<file path="src/rtl/clock_disp_pkg.sv">
// Shared constants, payload type and digit pattern table for the 6-digit clock display scanner.
package clock_disp_pkg;

  localparam int unsigned SEG_W      = 7;
  localparam int unsigned NUM_DIGITS = 6;
  localparam int unsigned SLOT_W     = 3;

  // Active-high {g,f,e,d,c,b,a} patterns; polarity is applied at the output register.
  localparam logic [SEG_W-1:0] SEG_BLANK = 7'h00;
  localparam logic [SEG_W-1:0] SEG_DASH  = 7'h40;

  localparam logic [SLOT_W-1:0] SLOT_HT = 3'd0;
  localparam logic [SLOT_W-1:0] SLOT_HU = 3'd1;
  localparam logic [SLOT_W-1:0] SLOT_MT = 3'd2;
  localparam logic [SLOT_W-1:0] SLOT_MU = 3'd3;
  localparam logic [SLOT_W-1:0] SLOT_ST = 3'd4;
  localparam logic [SLOT_W-1:0] SLOT_SU = 3'd5;

  localparam logic [9:0][SEG_W-1:0] DIGIT_PAT = {
    7'h6F, 7'h7F, 7'h07, 7'h7D, 7'h6D, 7'h66, 7'h4F, 7'h5B, 7'h06, 7'h3F
  };

  typedef struct packed {
    logic [7:0] hour;
    logic [7:0] min;
    logic [7:0] sec;
  } time_bcd_t;

endpackage

</file>
<file path="src/rtl/bcd_to_7seg_sar.sv">
// Combinational BCD nibble to active-high 7-segment decoder; non-decimal nibbles show a dash.
module bcd_to_7seg_sar
  import clock_disp_pkg::*;
(
  input  logic [3:0]       nibble_i,
  output logic [SEG_W-1:0] seg_o
);

  always_comb begin
    seg_o = SEG_DASH;
    if (nibble_i <= 4'd9) begin
      seg_o = DIGIT_PAT[nibble_i];
    end
  end

endmodule

</file>
<file path="src/rtl/clock_display_scan_sar.sv">
// Time-multiplexed 6-digit 7-seg scanner for packed-BCD hh:mm:ss with per-frame snapshotting.
module clock_display_scan_sar
  import clock_disp_pkg::*;
#(
  parameter int unsigned CLK_DIV        = 4,
  parameter bit          SEG_ACTIVE_LOW = 1'b1,
  parameter bit          LZ_BLANK       = 1'b0
) (
  input  logic                  clk,
  input  logic                  rst_n,
  input  logic                  en,
  input  logic [7:0]            hour,
  input  logic [7:0]            min,
  input  logic [7:0]            sec,
  output logic [SEG_W-1:0]      seg,
  output logic                  dp,
  output logic [NUM_DIGITS-1:0] dig_sel,
  output logic                  frame_start
);

  localparam int unsigned          PRESC_W   = (CLK_DIV > 2) ? $clog2(CLK_DIV) : 1;
  localparam logic [PRESC_W-1:0]   PRESC_MAX = PRESC_W'(CLK_DIV - 1);
  localparam logic [SEG_W-1:0]     SEG_OFF   = SEG_ACTIVE_LOW ? ~SEG_BLANK : SEG_BLANK;
  localparam logic                 DP_OFF    = SEG_ACTIVE_LOW;

  logic [PRESC_W-1:0]    presc_q, presc_d;
  logic [SLOT_W-1:0]     slot_q, slot_d;
  logic                  fresh_q, fresh_d;
  time_bcd_t             snap_q, snap_d;
  logic [SEG_W-1:0]      seg_q, seg_d;
  logic                  dp_q, dp_d;
  logic [NUM_DIGITS-1:0] dig_q, dig_d;
  logic                  fs_q, fs_d;

  logic [3:0]            nibble_c;
  logic [SEG_W-1:0]      pat_c;
  logic [SEG_W-1:0]      lit_c;
  logic                  dp_lit_c;

  // Pick the snapshot nibble for the slot currently being scanned.
  always_comb begin
    nibble_c = snap_q.sec[3:0];
    case (slot_q)
      SLOT_HT: nibble_c = snap_q.hour[7:4];
      SLOT_HU: nibble_c = snap_q.hour[3:0];
      SLOT_MT: nibble_c = snap_q.min[7:4];
      SLOT_MU: nibble_c = snap_q.min[3:0];
      SLOT_ST: nibble_c = snap_q.sec[7:4];
      default: nibble_c = snap_q.sec[3:0];
    endcase
  end

  bcd_to_7seg_sar u_dec (
    .nibble_i (nibble_c),
    .seg_o    (pat_c)
  );

  // Leading-zero blanking keeps the digit enable, only the segments go dark.
  always_comb begin
    lit_c = pat_c;
    if (LZ_BLANK && (slot_q == SLOT_HT) && (snap_q.hour[7:4] == 4'd0)) begin
      lit_c = SEG_BLANK;
    end
    dp_lit_c = ((slot_q == SLOT_HU) || (slot_q == SLOT_MU)) && !snap_q.sec[0];
  end

  always_comb begin
    presc_d = presc_q;
    slot_d  = slot_q;
    fresh_d = fresh_q;
    snap_d  = snap_q;
    seg_d   = SEG_OFF;
    dp_d    = DP_OFF;
    dig_d   = '0;
    fs_d    = 1'b0;

    if (!en) begin
      presc_d = '0;
      slot_d  = SLOT_HT;
      fresh_d = 1'b1;
    end else if (fresh_q) begin
      snap_d  = '{hour: hour, min: min, sec: sec};
      fresh_d = 1'b0;
      fs_d    = 1'b1;
    end else begin
      seg_d = SEG_ACTIVE_LOW ? ~lit_c : lit_c;
      dp_d  = SEG_ACTIVE_LOW ? ~dp_lit_c : dp_lit_c;
      dig_d = NUM_DIGITS'(1) << slot_q;
      if (presc_q == PRESC_MAX) begin
        presc_d = '0;
        if (slot_q == SLOT_SU) begin
          slot_d = SLOT_HT;
          snap_d = '{hour: hour, min: min, sec: sec};
          fs_d   = 1'b1;
        end else begin
          slot_d = slot_q + SLOT_W'(1);
        end
      end else begin
        presc_d = presc_q + PRESC_W'(1);
      end
    end
  end

  always_ff @(posedge clk) begin
    if (!rst_n) begin
      presc_q <= '0;
      slot_q  <= SLOT_HT;
      fresh_q <= 1'b1;
      snap_q  <= '0;
      seg_q   <= SEG_OFF;
      dp_q    <= DP_OFF;
      dig_q   <= '0;
      fs_q    <= 1'b0;
    end else begin
      presc_q <= presc_d;
      slot_q  <= slot_d;
      fresh_q <= fresh_d;
      snap_q  <= snap_d;
      seg_q   <= seg_d;
      dp_q    <= dp_d;
      dig_q   <= dig_d;
      fs_q    <= fs_d;
    end
  end

  assign seg         = seg_q;
  assign dp          = dp_q;
  assign dig_sel     = dig_q;
  assign frame_start = fs_q;

endmodule

</file>
<file path="config.mk">
export PLATFORM = sky130hd
export DESIGN_NAME = clock_display_scan_sar
export DESIGN_NICKNAME = d
export VERILOG_FILES = /design/src/rtl/clock_disp_pkg.sv /design/src/rtl/bcd_to_7seg_sar.sv /design/src/rtl/clock_display_scan_sar.sv
export SDC_FILE = /design/constraint.sdc
export NUM_CORES = 1
export LEC_CHECK = 0
export BUFFER_PORTS_ARGS = -buffer_cell sky130_fd_sc_hd__buf_4
export CAP_MARGIN = 20
export CORE_MARGIN = 2
export CORE_UTILIZATION = 40
export DETAILED_ROUTE_END_ITERATION = 6
export HOLD_SLACK_MARGIN = 0.15
export SYNTH_ARGS = -nofsm -noshare
export SYNTH_HDL_FRONTEND = slang
export SYNTH_HIERARCHICAL = 1
export SYNTH_SLANG_ARGS = --single-unit
</file>
<file path="constraint.sdc">
create_clock -name clk -period 2.9 [get_ports clk]
set_input_delay 0.29 -clock clk [delete_from_list [all_inputs] [get_ports clk]]
set_output_delay 0.29 -clock clk [all_outputs]
set_load 0.05 [all_outputs]
</file>
==> After elaboration in Yosys (flattened, before gate mapping) <==
Memories as Yosys holds them, arrays and structs flattened.
Index checks and enable logic that the tools add are counted.
{ "word_totals": {"output_inout_bits": 15, "n_memories": 1, "elab_cells": 49, "reg_bits": 45, "input_bits": 27, "romBits": 112} }
{ "memory_table": {"columns": ["memory", "words", "width", "rd", "rd_clocked_by_memory_dff", "write_ports", "line_no", "source"], "rows": [
  ["(name not given)", 16, 7, 1, 0, 0, "bcd_to_7seg_sar.sv:12", "seg_o = DIGIT_PAT[nibble_i];"]
]} }
{ "op_classes": {"n_eq_ne": 6, "n_reduce_logical": 10, "n_mux": 12, "order_cmp": 2, "n_addsub": 2, "n_bitwise": 5, "n_shift": 1} }
{ "ops": {"columns": ["op", "count"], "rows": [
  ["$mux W24", 3],
  ["$pmux W4 S5", 1],
  ["$mux W7", 2],
  ["$not A7 Y7", 1],
  ["$eq A3 B2 Y1 const B", 2],
  ["$eq A3 B3 Y1 const B", 2],
  ["$shl A1 B3 Y6 const A", 1],
  ["$lt A4 B5 Y1 const B", 1],
  ["$le A4 B4 Y1 const B", 1],
  ["$mux W1", 4],
  ["$not A1 Y1", 4],
  ["$reduce_and A2 Y1", 2],
  ["$reduce_bool A2 Y1", 2],
  ["$add A3 B1 Y3 const B", 1],
  ["$eq A3 B1 Y1 const B", 1],
  ["$logic_not A3 Y1", 1],
  ["$mux W3", 1],
  ["$reduce_and A3 Y1", 1],
  ["$reduce_or A3 Y1", 1],
  ["$add A2 B1 Y2 const B", 1],
  ["$eq A2 B2 Y1 const B", 1],
  ["$mux W2", 1],
  ["$logic_and A1 B1 Y1", 1],
  ["$logic_not A1 Y1", 1],
  ["$logic_or A1 B1 Y1", 1]
]} }

==> Longest topological paths before layout <==
Gate-level depths: netlist of the first run.
{ "logic_depth": {"ltp_word": 6, "mapped_depth": 13, "depth_no_buf": 11} }

==> Cells and area by module <==
Netlist of the first run, hierarchy kept.
{ "modules_own_cells": {"columns": ["mod", "seq_area_each_um2", "cells_per_inst", "instances", "area_each_um2"], "rows": [
  ["clock_display_scan_sar", 900.9, 208, 1, 1910.6],
  ["bcd_to_7seg_sar", 0.0, 31, 1, 240.2]
]} }

==> Worst setup path after synthesis of the first run <==
Ideal clock, no wire load.
{ "synth_path": {"kind": "flip-flop to flip-flop", "start": "register slot_q[1]", "end": "register seg_q[3], in the netlist seg[3]", "required_time_ps": 2840, "period_less_slack_ps": 2558, "arrival_time_ps": 2498, "n_path_buf": 1, "path_slack_ps": 342, "setup_time_ps": 60, "path_stages_with_launch": 13, "cell_sequence": "dfxtp_1 > clkbuf_1 > and2_1 > ha_1 > a21o_1 > nor2_1 > a31oi_1 > inv_1 > ha_1 > o21ai_0 > o21a_1 > o22ai_1 > nand2_1"} }
{ "synth_via": {"elab_chain_len": 6, "word_cells_on_any_way": 11, "cone_classes": "1 x order compare; 4 x eq/ne; 3 x mux; 1 x bitwise; 1 x reduce/logical; 1 x memory"} }
{ "synth_lines": {"columns": ["item", "line_no", "source"], "rows": [
  ["start: declaration", "clock_display_scan_sar.sv:27", "logic [SLOT_W-1:0] slot_q, slot_d;"],
  ["start signal: assignment", "clock_display_scan_sar.sv:116", "slot_q <= slot_d;"],
  ["$eq A3 B3 Y1, or another cell as far along", "clock_display_scan_sar.sv:43", "case (slot_q)"],
  ["$pmux W4 S5 (*)", "clock_display_scan_sar.sv:43", null],
  ["net nibble_c[0]", "clock_display_scan_sar.sv:35", "logic [3:0] nibble_c;"],
  ["$mem_v2 Z16 W7", null, null],
  ["$mux W7 (implied by the code)", "bcd_to_7seg_sar.sv:12", null],
  ["$mux W7 (*)", "bcd_to_7seg_sar.sv:11", "if (nibble_i <= 4'd9) begin"],
  ["net lit_c[3]", "clock_display_scan_sar.sv:37", "logic [SEG_W-1:0] lit_c;"],
  ["$not A7 Y7 (*)", "clock_display_scan_sar.sv:86", "seg_d = SEG_ACTIVE_LOW ? ~lit_c : lit_c;"],
  ["end signal: assignment", "clock_display_scan_sar.sv:119", "seg_q <= seg_d;"],
  ["end: declaration", "clock_display_scan_sar.sv:30", "logic [SEG_W-1:0] seg_q, seg_d;"]
]} }
Mark *: on every way through the listed nets, which the timed path passes. The rest lies on a longest branch. The select of a mux whose other input is x is not followed.
A chain may end at the register's enable or synchronous reset.

==> Final worst setup path of the first run <==
Same ends and word-level chain as after synthesis.

==> summary.md, run 1 <==
| Metric | Value |
|---|---|
| First-pass GRT wire length | 6989 um |
| Final setup viols | 0 |
| Hold_sp | sec[3] |
| Drt wl/cell | 11.14 um |
| Syn_area_per_cell | 8.999 um2 |
| Slowest cell on crit path | dfxtp_1 |
| Post-CTS Resized | 0 |
| R2R cell count | 11 |
| Final Non-Filler Cells | 349 |
| CP most frequent cell | ha_1 |
| Pleak | 0.001014 uW |
| Switching part of the total | 0.2384 |
| DRC viols | 0 |
| Bufs and invs on worst path | 1 |
| Synth Warn # | 6 |
| Crit path largest cell delay | 0.33 ns |
| Pin count of the biggest net entering global routing | 26 |
| DRT iter0 DRCs | 59 |
| Hold Crit Endpoint | snap_q[3]$_SDFFE_PN0P_ |
| Sequential power share | 0.537 |
| RR Startpoint | slot_q[1]$_SDFFE_PN0P_ |
| Final-report hold violation count | 0 |
| Fillcell total | 526 |
| Clock power share | 0.340 |
| Commonest non-fill, non-tap cell in the layout | nand2_1 |
| Gr ovfl total | 0 |
| Setup_tns | 0 ns |
| Syn Inst Count | 239 |
| Crit end category | flip-flop |
| Least-Margin Pin Slew | 0.6030 ns |
| Status | complete, no violations |
| Antenna violations before repair | 0 |
| Yosys reg bits | 45 |
| Vias | 1634 |
| Placer Congestion | 0.7962 |
| Detail Route Antenna Nets | 0 |
| Die Y | 77.33 um |
| Slew Limit Fails | 0 |
| Initial core utilization | 0.4185 |
| Max Clk Rate | 412.7 MHz |
| Drt pass-1 iters | 4 |
| Die Area | 5980 um2 |
| RSZ-0062 raised after global routing | no |
| Clock slew at reported path FFs | 0.08 ns |
| Cells after DPL | 341 |
| Share of power burned in combinational logic | 0.123 |
| HP Class | in2reg |
| Worst-path cell chain | and2_1 > ha_1 > a21o_1 > nor2_1 > a31oi_1 > inv_1 > ha_1 > o21ai_0 > o21a_1 > o22ai_1 > nand2_1 |
| Worst-skew pair later-pin latency | 0.29 ns |
| Layout cells sized above 1 | 0.3082 |
| Seq/Total Area, Yosys | 0.4188 |
| Distinct cells, synth | 40 |
| Sequential cell area | 900.9 um2 |
| CP Launch Type | flip-flop |
| Total CTS buffers | 5 |
| Clk root buf | clkbuf_8 |
| Hold Path Stages | 3 |
| Final min period | 2.423 ns |
| Post-route cell area | 2570 um2 |
| DR vias/cell | 4.682 |
| R2r endpoint | seg[3]$_SDFF_PP1_ |
| Clock sink count | 45 |
| Global-route usage over all layers | 0.1438 |
| Reg2Reg Setup Slack | 0.48 ns |
| Crit-path leading delay family | compound AO/OA/AOI/OAI gates |
| CTS H-tree depth | 2 |
| Worst Path Arrival | 2.66 ns |
| Mapped cell area | 2151 um2 |
| Final net count | 313 |
| Pwr dens | 474.5 nW/um2 |
| Clock Path Buffers | 2 |
| Commonest cells after routing, fill and taps aside | nand2_1 (60), buf_4 (47), dfxtp_1 (45) |
| Syn-to-layout area delta | 19.49% |
| Vias in the first global route | 1590 |
| Port Buffers | 41 |
| Worst-path fanout max | 8 |
| Multi-input gate area | 1116 um2 |
| Layout Skew | 0.005272 ns |
| Floorplan row count | 26 |
| CTS Hold Bufs | 0 |
| Hpwl dp | 2832 um |
| WS Path Type | reg2reg |
| N_diodes | 0 |
| Post-DP Area | 2469 um2 |
| Cell Int Power | 928.8 uW |
| WP data required | 3.14 ns |
| CTS tree | done |
| Max IR drop VDD | 0.0002715 V |
| Relative slew slack | 0.5962 |
| Layout Utilization | 0.5000 |
| NetSw | 290.7 uW |
| Die Width | 77.33 um |
| Synth Net Count | 274 |
| MaxCap Viol Count | 0 |
| Tcrit/Tclk final | 0.8356 |
| Post-CTS Setup Bufs | 0 |
| Detailed-route wire length | 3888 um |
| Core Box Area | 5140 um2 |
| Io pins | 42 |
cell usage after synthesis:
cell type  count  area [um2]
a32oi_1        1       8.760
mux2i_1        2       20.02
nand2_2        1       6.260
a21boi_2      20       225.2
xnor2_1        1       8.760
mux2_2         3       33.78
nand2_1       60       225.2
or2_1          2       12.51
o21ai_0        9       45.04
nor3_1         5       25.02
o21a_1         2       15.01
a21boi_0       4       30.03
o21ba_2        1       10.01
inv_1          3       11.26
nor3b_2        1       12.51
and2_1         1       6.260
and3_1         1       6.260
nor2b_1        2       12.51
clkbuf_1       4       15.01
a22oi_1        3       22.52
ha_1           8       100.1
nand2b_1       6       37.54
buf_2          2       10.01
nor2_1        18       67.56
nor3b_1        1       7.510
dfxtp_1       45       900.9
a211oi_2       1       12.51
a21o_1         1       7.510
o22ai_1        2       12.51
a21oi_1        7       35.03
nand3_1        1       5.000
a31oi_1        5       31.28
buf_6          8       90.09
and4b_4        1       13.76
buf_4          1       7.510
o21ai_2        1       8.760
nor4_1         2       12.51
o21ai_4        1       16.27
nand3b_1       1       7.510
o21a_4         1       15.01
worst max path at each step:
stage,slack (ns),start,cells past startpoint,end
after floorplan,0.34,slot_q[1]$_SDFFE_PN0P_,12,seg[3]$_SDFF_PP1_
after global placement,0.60,slot_q[1]$_SDFFE_PN0P_,11,seg[3]$_SDFF_PP1_
after detailed placement,0.50,slot_q[1]$_SDFFE_PN0P_,11,seg[3]$_SDFF_PP1_
after CTS,0.47,slot_q[1]$_SDFFE_PN0P_,11,seg[3]$_SDFF_PP1_
after global routing,0.21,slot_q[0]$_SDFFE_PN0P_,11,seg[3]$_SDFF_PP1_
final,0.48,slot_q[1]$_SDFFE_PN0P_,11,seg[3]$_SDFF_PP1_
cells by family (layout without fill, tap and decap cells):
group	Yosys count	count (layout)	share of synthesized area
XOR/XNOR	1	1	0.004073
adder cells (fa/ha/maj)	8	8	0.04654
multiplexers	5	5	0.02501
AO/OA/AOI/OAI	59	59	0.2304
flip-flops	45	45	0.4188
AND/OR/NAND/NOR	103	103	0.2129
buffers and inverters	18	58	0.06225
stage by stage:
stage	setup WS, ns	hold slack (ns)	total power [uW]
final	0.4769	0.2420	1220
after global routing	0.2138	0.2356	1289
after CTS	0.4710	0.2382	1237
after detailed placement	0.4970	0.4608	822.1
after global placement	0.5957	0.4546	821.6
after floorplan	0.3421	0.4335	776.1
worst min-delay path: stages:
cell      delay (ns)
buf_4           0.10
nand2_1         0.06
a21boi_2        0.04
power by group through the flow:
stage | clock network (uW) | logic (uW) | registers (uW)
after CTS | 429 | 153 | 655
after global placement | 0 | 152 | 670
final | 414 | 151 | 655
after detailed placement | 0 | 152 | 670
after floorplan | 0 | 99.6 | 677
after global routing | 461 | 170 | 659
layer usage:
metal / up-vias / global-route usage / part of all wire / wire length (um)
met5: - / 0 / 0 / 0
met4: 0 / 0.05893 / 0.017 / 68
met3: 6 / 0.03372 / 0.047 / 182
met2: 34 / 0.2374 / 0.44 / 1706
met1: 712 / 0.1804 / 0.50 / 1931
li1: 882 / - / - / -
sequential cells by signal, indices dropped and copies added (netlist names):
register and flops:
snap_q 24, seg 7, dig_sel 6, slot_q 3
presc_q 2, dp 1, frame_start 1, fresh_q 1
layout make-up:
cell class              count  share of cell area
clock buffers               7             0.03749
clock inverters             1            0.001947
inverters                   3            0.004382
multi-input cells         176              0.4343
flip-flops and latches     45              0.3505
well taps                  70             0.03408
repair buffers             47              0.1373
Power figures use the tool's default switching activity.
==> inputs of run 2 (changes only) <==
==> constraint.sdc (replaced) <==
create_clock -name clk -period 2 [get_ports clk]
set_input_delay 0.2 -clock clk [delete_from_list [all_inputs] [get_ports clk]]
set_output_delay 0.2 -clock clk [all_outputs]
set_load 0.05 [all_outputs]
==> run 2 against run 1 <==
Net effect: utilization rose by 5.7 points; setup slack lost 0.46 ns; critical path depth is 2 lower; power grew 55%; sequential power rose by 45%; maximum frequency rose by 22%; sequential share of layout area fell by 3.3 points; register-to-register slack lost 0.46 ns; via count rose by 5.3%; clock power grew 66%; critical path type unchanged; critical endpoint is now seg[0]$_SDFF_PP1_; highest routed layer unchanged.
==> summary.md, run 2 (synthesized netlist as in run 1, its figures left out) <==
| Metric | Value |
|---|---|
| Relative slew slack | 0.6698 (+0.07369) |
| Max Clk Rate | 504.5 MHz (+22%) |
| Slowest cell on crit path | dfxtp_4 |
| Layout cells sized above 1 | 0.4233 (+0.1151) |
| Pwr dens | 659.1 nW/um2 (+39%) |
| Detail Route Antenna Nets | 0 (unchanged) |
| Pleak | 0.001139 uW (+12%) |
| CP most frequent cell | ha_4 |
| Initial core utilization | 0.4185 (unchanged) |
| Slew Limit Fails | 0 (unchanged) |
| Reg2Reg Setup Slack | 0.02 ns (-0.46 ns) |
| Final setup viols | 0 (unchanged) |
| R2r endpoint | seg[0]$_SDFF_PP1_ |
| Final Non-Filler Cells | 370 (+6.0%) |
| Max IR drop VDD | 0.0004757 V (+75%) |
| CTS Hold Bufs | 0 (unchanged) |
| Core Box Area | 5140 um2 (unchanged) |
| Placer Congestion | 0.8233 (+3.4%) |
| Pin count of the biggest net entering global routing | 26 (unchanged) |
| Worst Path Arrival | 2.14 ns (-0.52 ns) |
| RSZ-0062 raised after global routing | yes |
| DP Worst Slack | -0.1747 ns (-0.6717 ns) |
| Biggest register | snap_q |
| Die Width | 77.33 um (unchanged) |
| Drt wl/cell | 11.03 um (-0.97%) |
| Io pins | 42 (unchanged) |
| Worst-path fanout max | 7 (-1) |
| Global-route usage over all layers | 0.1457 (+0.001942) |
| Least-Margin Pin Slew | 0.4934 ns (-0.1095 ns) |
| Drt pass-1 iters | 4 (unchanged) |
| Gr ovfl total | 0 (unchanged) |
| Port Buffers | 41 (unchanged) |
| RR Startpoint | slot_q[1]$_SDFFE_PN0P_ |
| Total CTS buffers | 5 (unchanged) |
| Commonest cells after routing, fill and taps aside | buf_4 (65), nand2_1 (60), dfxtp_1 (42) |
| Syn-to-layout area delta | 33.04% |
| Hold Crit Endpoint | snap_q[15]$_SDFFE_PN0P_ |
| Clk root buf | clkbuf_8 |
| HP Class | in2reg |
| Vias | 1720 (+5.3%) |
| R2R cell count | 9 (-2) |
| Final-report hold violation count | 0 (unchanged) |
| Layout Utilization | 0.5567 (+0.05672) |
| Layout Skew | 0.007573 ns (+0.002301 ns) |
| Antenna violations before repair | 0 (unchanged) |
| Commonest non-fill, non-tap cell in the layout | buf_4 |
| Sequential cell area | 909.6 um2 (+0.97%) |
| Clock sink count | 45 (unchanged) |
| CP Launch Type | flip-flop |
| WS Path Type | reg2reg |
| Floorplan row count | 26 (unchanged) |
| Final net count | 334 (+6.7%) |
| Fin worst setup slack | 0.01766 ns (-0.4592 ns) |
| CTS H-tree depth | 2 (unchanged) |
| Worst-skew pair later-pin latency | 0.29 ns (about the same) |
| Clock slew at reported path FFs | 0.08 ns (about the same) |
| Fillcell total | 510 (-3.0%) |
| Cells after DPL | 356 (+4.4%) |
| Die Y | 77.33 um (unchanged) |
| Status | complete, no violations |
| N_diodes | 0 (unchanged) |
| Hold Path Stages | 3 (unchanged) |
| Hold_sp | min[7] |
| MaxCap Viol Count | 0 (unchanged) |
| DR vias/cell | 4.649 (-0.71%) |
| Die Area | 5980 um2 (unchanged) |
| Detailed-route wire length | 4082 um (+5.0%) |
| Worst-path cell chain | and2_4 > ha_4 > a21o_4 > a31oi_4 > inv_2 > ha_4 > o21a_1 > a211oi_2 > nand2_1 |
| Largest register FFs | 24 (unchanged) |
| Crit path largest cell delay | 0.36 ns (+0.03 ns) |
| WP data required | 2.16 ns (-0.98 ns) |
| Total Power | 1886 uW (+55%) |
| Clock Path Buffers | 2 (unchanged) |
| CTS tree | done |
| First-pass GRT wire length | 7010 um (+0.30%) |
| Vias in the first global route | 1553 (-2.3%) |
| Tcrit/Tclk final | 0.9912 (+0.1556) |
| Multi-input gate area | 1221 um2 (+9.4%) |
| DRC viols | 0 (unchanged) |
| Crit end category | flip-flop |
| Hpwl dp | 2964 um (+4.7%) |
| Final min period | 1.982 ns (-0.4408 ns) |
| DRT iter0 DRCs | 63 (+6.8%) |
run 2: worst max path at each step:
| stage | cells after the start | start | slack (ns) | end |
|---|---|---|---|---|
| final | 9 | slot_q[1]$_SDFFE_PN0P_ | 0.02 | seg[0]$_SDFF_PP1_ |
| after global routing | 11 | slot_q[2]$_SDFFE_PN0P_ | -0.11 | seg[1]$_SDFF_PP1_ |
| after CTS | 9 | slot_q[1]$_SDFFE_PN0P_ | 0.01 | seg[0]$_SDFF_PP1_ |
| after detailed placement | 10 | slot_q[2]$_SDFFE_PN0P_ | -0.17 | seg[4]$_SDFF_PP1_ |
| after global placement | 10 | slot_q[2]$_SDFFE_PN0P_ | -0.1 | seg[4]$_SDFF_PP1_ |
| after floorplan | 11 | slot_q[1]$_SDFFE_PN0P_ | -0.004 | seg[1]$_SDFF_PP1_ |
run 2: cell type report:
type / instances / area share
Multi-Input combinational cell: 176 / 0.4268
Sequential cell: 45 / 0.3179
Timing Repair Buffer: 68 / 0.1801
Tap cell: 70 / 0.03061
Clock buffer: 7 / 0.03017
Clock inverter: 1 / 0.01049
Inverter: 3 / 0.003935
run 2: routing by layer:
| metal | vias up | wire length [um] | GRT usage |
|---|---|---|---|
| met4 | 0 | 23 | 0.04286 |
| met1 | 739 | 1982 | 0.1921 |
| met5 | - | 0 | 0 |
| met2 | 50 | 1857 | 0.2287 |
| li1 | 929 | - | - |
| met3 | 2 | 219 | 0.04651 |
run 2: worst max-delay path, delay by kind of cell, from the launching register on:
family                     cells  cell delay, ns
AOI/OAI and AO/OA              4            0.80
adders and majority gates      2            0.36
buffers and inverters          1            0.10
DFF                            1            0.36
and+or+nand+nor                2            0.21
run 2: timing repair:
action | 4_1_cts | 5_1_grt
pin swaps | 1 | 7
setup buffers | 2 | 4
setup endpoints to repair | 6 | 6
resized for setup | 6 | 12
run 2: where the power goes:
part | switching, uW | internal, uW
Combinational | 121 | 129
Clock | 281 | 407
Sequential | 21.5 | 927
run 2: metrics by stage:
step	hold slack, ns	setup TNS [ns]	area (um2)
floorplan	0.3435	-0.003892	2235
global placement	0.4529	-0.3618	2651
detailed placement	0.4575	-0.8328	2651
CTS	0.1506	0	2789
global route	0.1514	-0.4228	2861
finish	0.1600	0	2861
==> inputs of run 3 (changes only) <==
==> constraint.sdc (replaced) <==
create_clock -name clk -period 2.31 [get_ports clk]
set_input_delay 0.231 -clock clk [delete_from_list [all_inputs] [get_ports clk]]
set_output_delay 0.231 -clock clk [all_outputs]
set_load 0.05 [all_outputs]
==> run 3 against run 2 <==
Net effect: global-route usage shrank 0.38 points; sequential cell count stayed put; non-clock buffer count down 11; utilization is 3.2 points lower; combinational power down 21%; die area stayed put; setup slack improved by 0.14 ns; largest cell class unchanged.
==> summary.md, run 3 (synthesized netlist as in run 1, its figures left out) <==
| Metric | Value |
|---|---|
| Met2 WL | 1801 um (-3.0%) |
| Pwr dens | 599.7 nW/um2 (-9.0%) |
| Final setup viols | 0 (unchanged) |
| WP data required | 2.54 ns (+0.38 ns) |
| Sequential cell area | 903.4 um2 (-0.69%) |
| Biggest register | snap_q |
| Least-Margin Pin Slew | 0.6017 ns (+0.1083 ns) |
| Post-route cell area | 2695 um2 (-5.8%) |
| Routed wl met3 | 182 um (-17%) |
| Total CTS buffers | 5 (unchanged) |
| DR vias/cell | 4.657 (+0.19%) |
| Die Area | 5980 um2 (unchanged) |
| HP Class | in2reg |
| Placer Congestion | 0.7619 (-7.5%) |
| Antenna violations before repair | 0 (unchanged) |
| Vias | 1672 (-2.8%) |
| Die Width | 77.33 um (unchanged) |
| Cells after DPL | 348 (-2.2%) |
| DP Worst Slack | 0.09358 ns (+0.2683 ns) |
| Worst-skew pair later-pin latency | 0.29 ns (about the same) |
| Final Non-Filler Cells | 359 (-3.0%) |
| MaxCap Viol Count | 0 (unchanged) |
| Drt wl/cell | 11.28 um (+2.3%) |
| Fin worst setup slack | 0.1570 ns (+0.1394 ns) |
| WS Path Type | reg2reg |
| Final net count | 323 (-3.3%) |
| Clock slew at reported path FFs | 0.08 ns (about the same) |
| Max Clk Rate | 464.5 MHz (-7.9%) |
| Post-DP Area | 2547 um2 (-3.9%) |
| Status | complete, no violations |
| Drt pass-1 iters | 4 (unchanged) |
| First-pass GRT wire length | 6996 um (-0.20%) |
| Pin count of the biggest net entering global routing | 26 (unchanged) |
| RSZ-0062 raised after global routing | no |
| Layout Skew | 0.008821 ns (+0.001247 ns) |
| Clk root buf | clkbuf_8 |
| Fillcell total | 503 (-1.4%) |
| Total Power | 1616 uW (-14%) |
| Slew Limit Fails | 0 (unchanged) |
| Detail Route Antenna Nets | 0 (unchanged) |
| M1 WL | 2033 um (+2.6%) |
| Hpwl dp | 2977 um (+0.43%) |
| Clock sink count | 45 (unchanged) |
| Commonest non-fill, non-tap cell in the layout | nand2_1 |
| Global-route usage over all layers | 0.1419 (-0.003775) |
| Largest register FFs | 24 (unchanged) |
| CTS H-tree depth | 2 (unchanged) |
| Multi-input gate area | 1149 um2 (-5.9%) |
| CTS tree | done |
| Relative slew slack | 0.5973 (-0.07252) |
| Syn-to-layout area delta | 25.31% |
| Commonest cells after routing, fill and taps aside | nand2_1 (60), buf_4 (57), dfxtp_1 (43) |
| Core Box Area | 5140 um2 (unchanged) |
| Pleak | 0.001075 uW (-5.6%) |
| Setup_tns | 0 ns (unchanged) |
| Vias in the first global route | 1541 (-0.77%) |
| Io pins | 42 (unchanged) |
| Gr ovfl total | 0 (unchanged) |
| Final-report hold violation count | 0 (unchanged) |
| Worst-path fanout max | 8 (+1) |
| Detailed-route wire length | 4051 um (-0.76%) |
| Tcrit/Tclk final | 0.9320 (-0.05915) |
| Initial core utilization | 0.4185 (unchanged) |
| Crit end category | flip-flop |
| Layout cells sized above 1 | 0.3529 (-0.07039) |
| Floorplan row count | 26 (unchanged) |
| Clock Path Buffers | 2 (unchanged) |
| Die Y | 77.33 um (unchanged) |
| Final min period | 2.153 ns (+0.1706 ns) |
| DRT iter0 DRCs | 50 (-21%) |
| N_diodes | 0 (unchanged) |
| Top Layer Used | met4 |
| Port Buffers | 41 (unchanged) |
| Worst Path Arrival | 2.38 ns (+0.24 ns) |
| DRC viols | 0 (unchanged) |
| CP Launch Type | flip-flop |
| Max IR drop VDD | 0.0002389 V (-50%) |
## run 3: changes by cell type in the layout (fill, tap and decap cells not counted), moves of 3 or more
cell,change
inv_2,-3
buf_4,-8
nor2_1,+3
inv_1,+3
o21ai_0,+4
## run 3: worst max-delay path, stage by stage, from the launching register on
cell	delay, ns
dfxtp_2	0.37
buf_4	0.16
o21ai_0	0.19
a21o_4	0.19
nor2_1	0.05
a31oi_2	0.20
inv_1	0.12
ha_1	0.26
nor3b_2	0.23
or2_1	0.15
o21ai_0	0.09
nand2_1	0.07
## run 3: final timing paths
| path | start | end | slack (ns) | cells after the start |
|---|---|---|---|---|
| max | slot_q[2]$_SDFFE_PN0P_ | seg[1]$_SDFF_PP1_ | 0.16 | 11 |
| min | sec[4] | snap_q[4]$_SDFFE_PN0P_ | 0.19 | 3 |
| max reg2reg | slot_q[2]$_SDFFE_PN0P_ | seg[1]$_SDFF_PP1_ | 0.16 | 11 |
| min reg2reg | snap_q[21]$_SDFFE_PN0P_ | snap_q[21]$_SDFFE_PN0P_ | 0.47 | 2 |
## run 3: layer usage
layer  track usage  up-vias
met5             0        -
met4       0.03750        0
met3       0.03605        5
met2        0.2261       35
met1        0.1918      733
li1              -      899
## run 3: area by class of cell
cell class	instances	share of cell area
clock buffers	7	0.03203
clock inverters	1	0.01114
inverters	3	0.004178
multi-input cells	176	0.4262
flip-flops and latches	45	0.3352
well taps	70	0.03250
repair buffers	57	0.1588
## run 3: power by group
group	total, uW	switching, uW	internal, uW
Combinational	197	99.8	97.6
Sequential	823	17.8	805
Clock	596	244	353
## run 3: stage by stage
| step | util | hold WS, ns |
|---|---|---|
| 6_report | 0.5243 | 0.1882 |
| 5_1_grt | 0.5243 | 0.1796 |
| 4_1_cts | 0.5183 | 0.1809 |
| 3_5_place_dp | 0.4956 | 0.4566 |
| 3_3_place_gp | 0.4956 | 0.4567 |
| 2_1_floorplan | - | 0.3745 |
## run 3: repair_timing
item,CTS,global route
setup endpoints to repair,0,5
hold buffers,0,0
buffers inserted,0,3
gates resized for setup,0,4
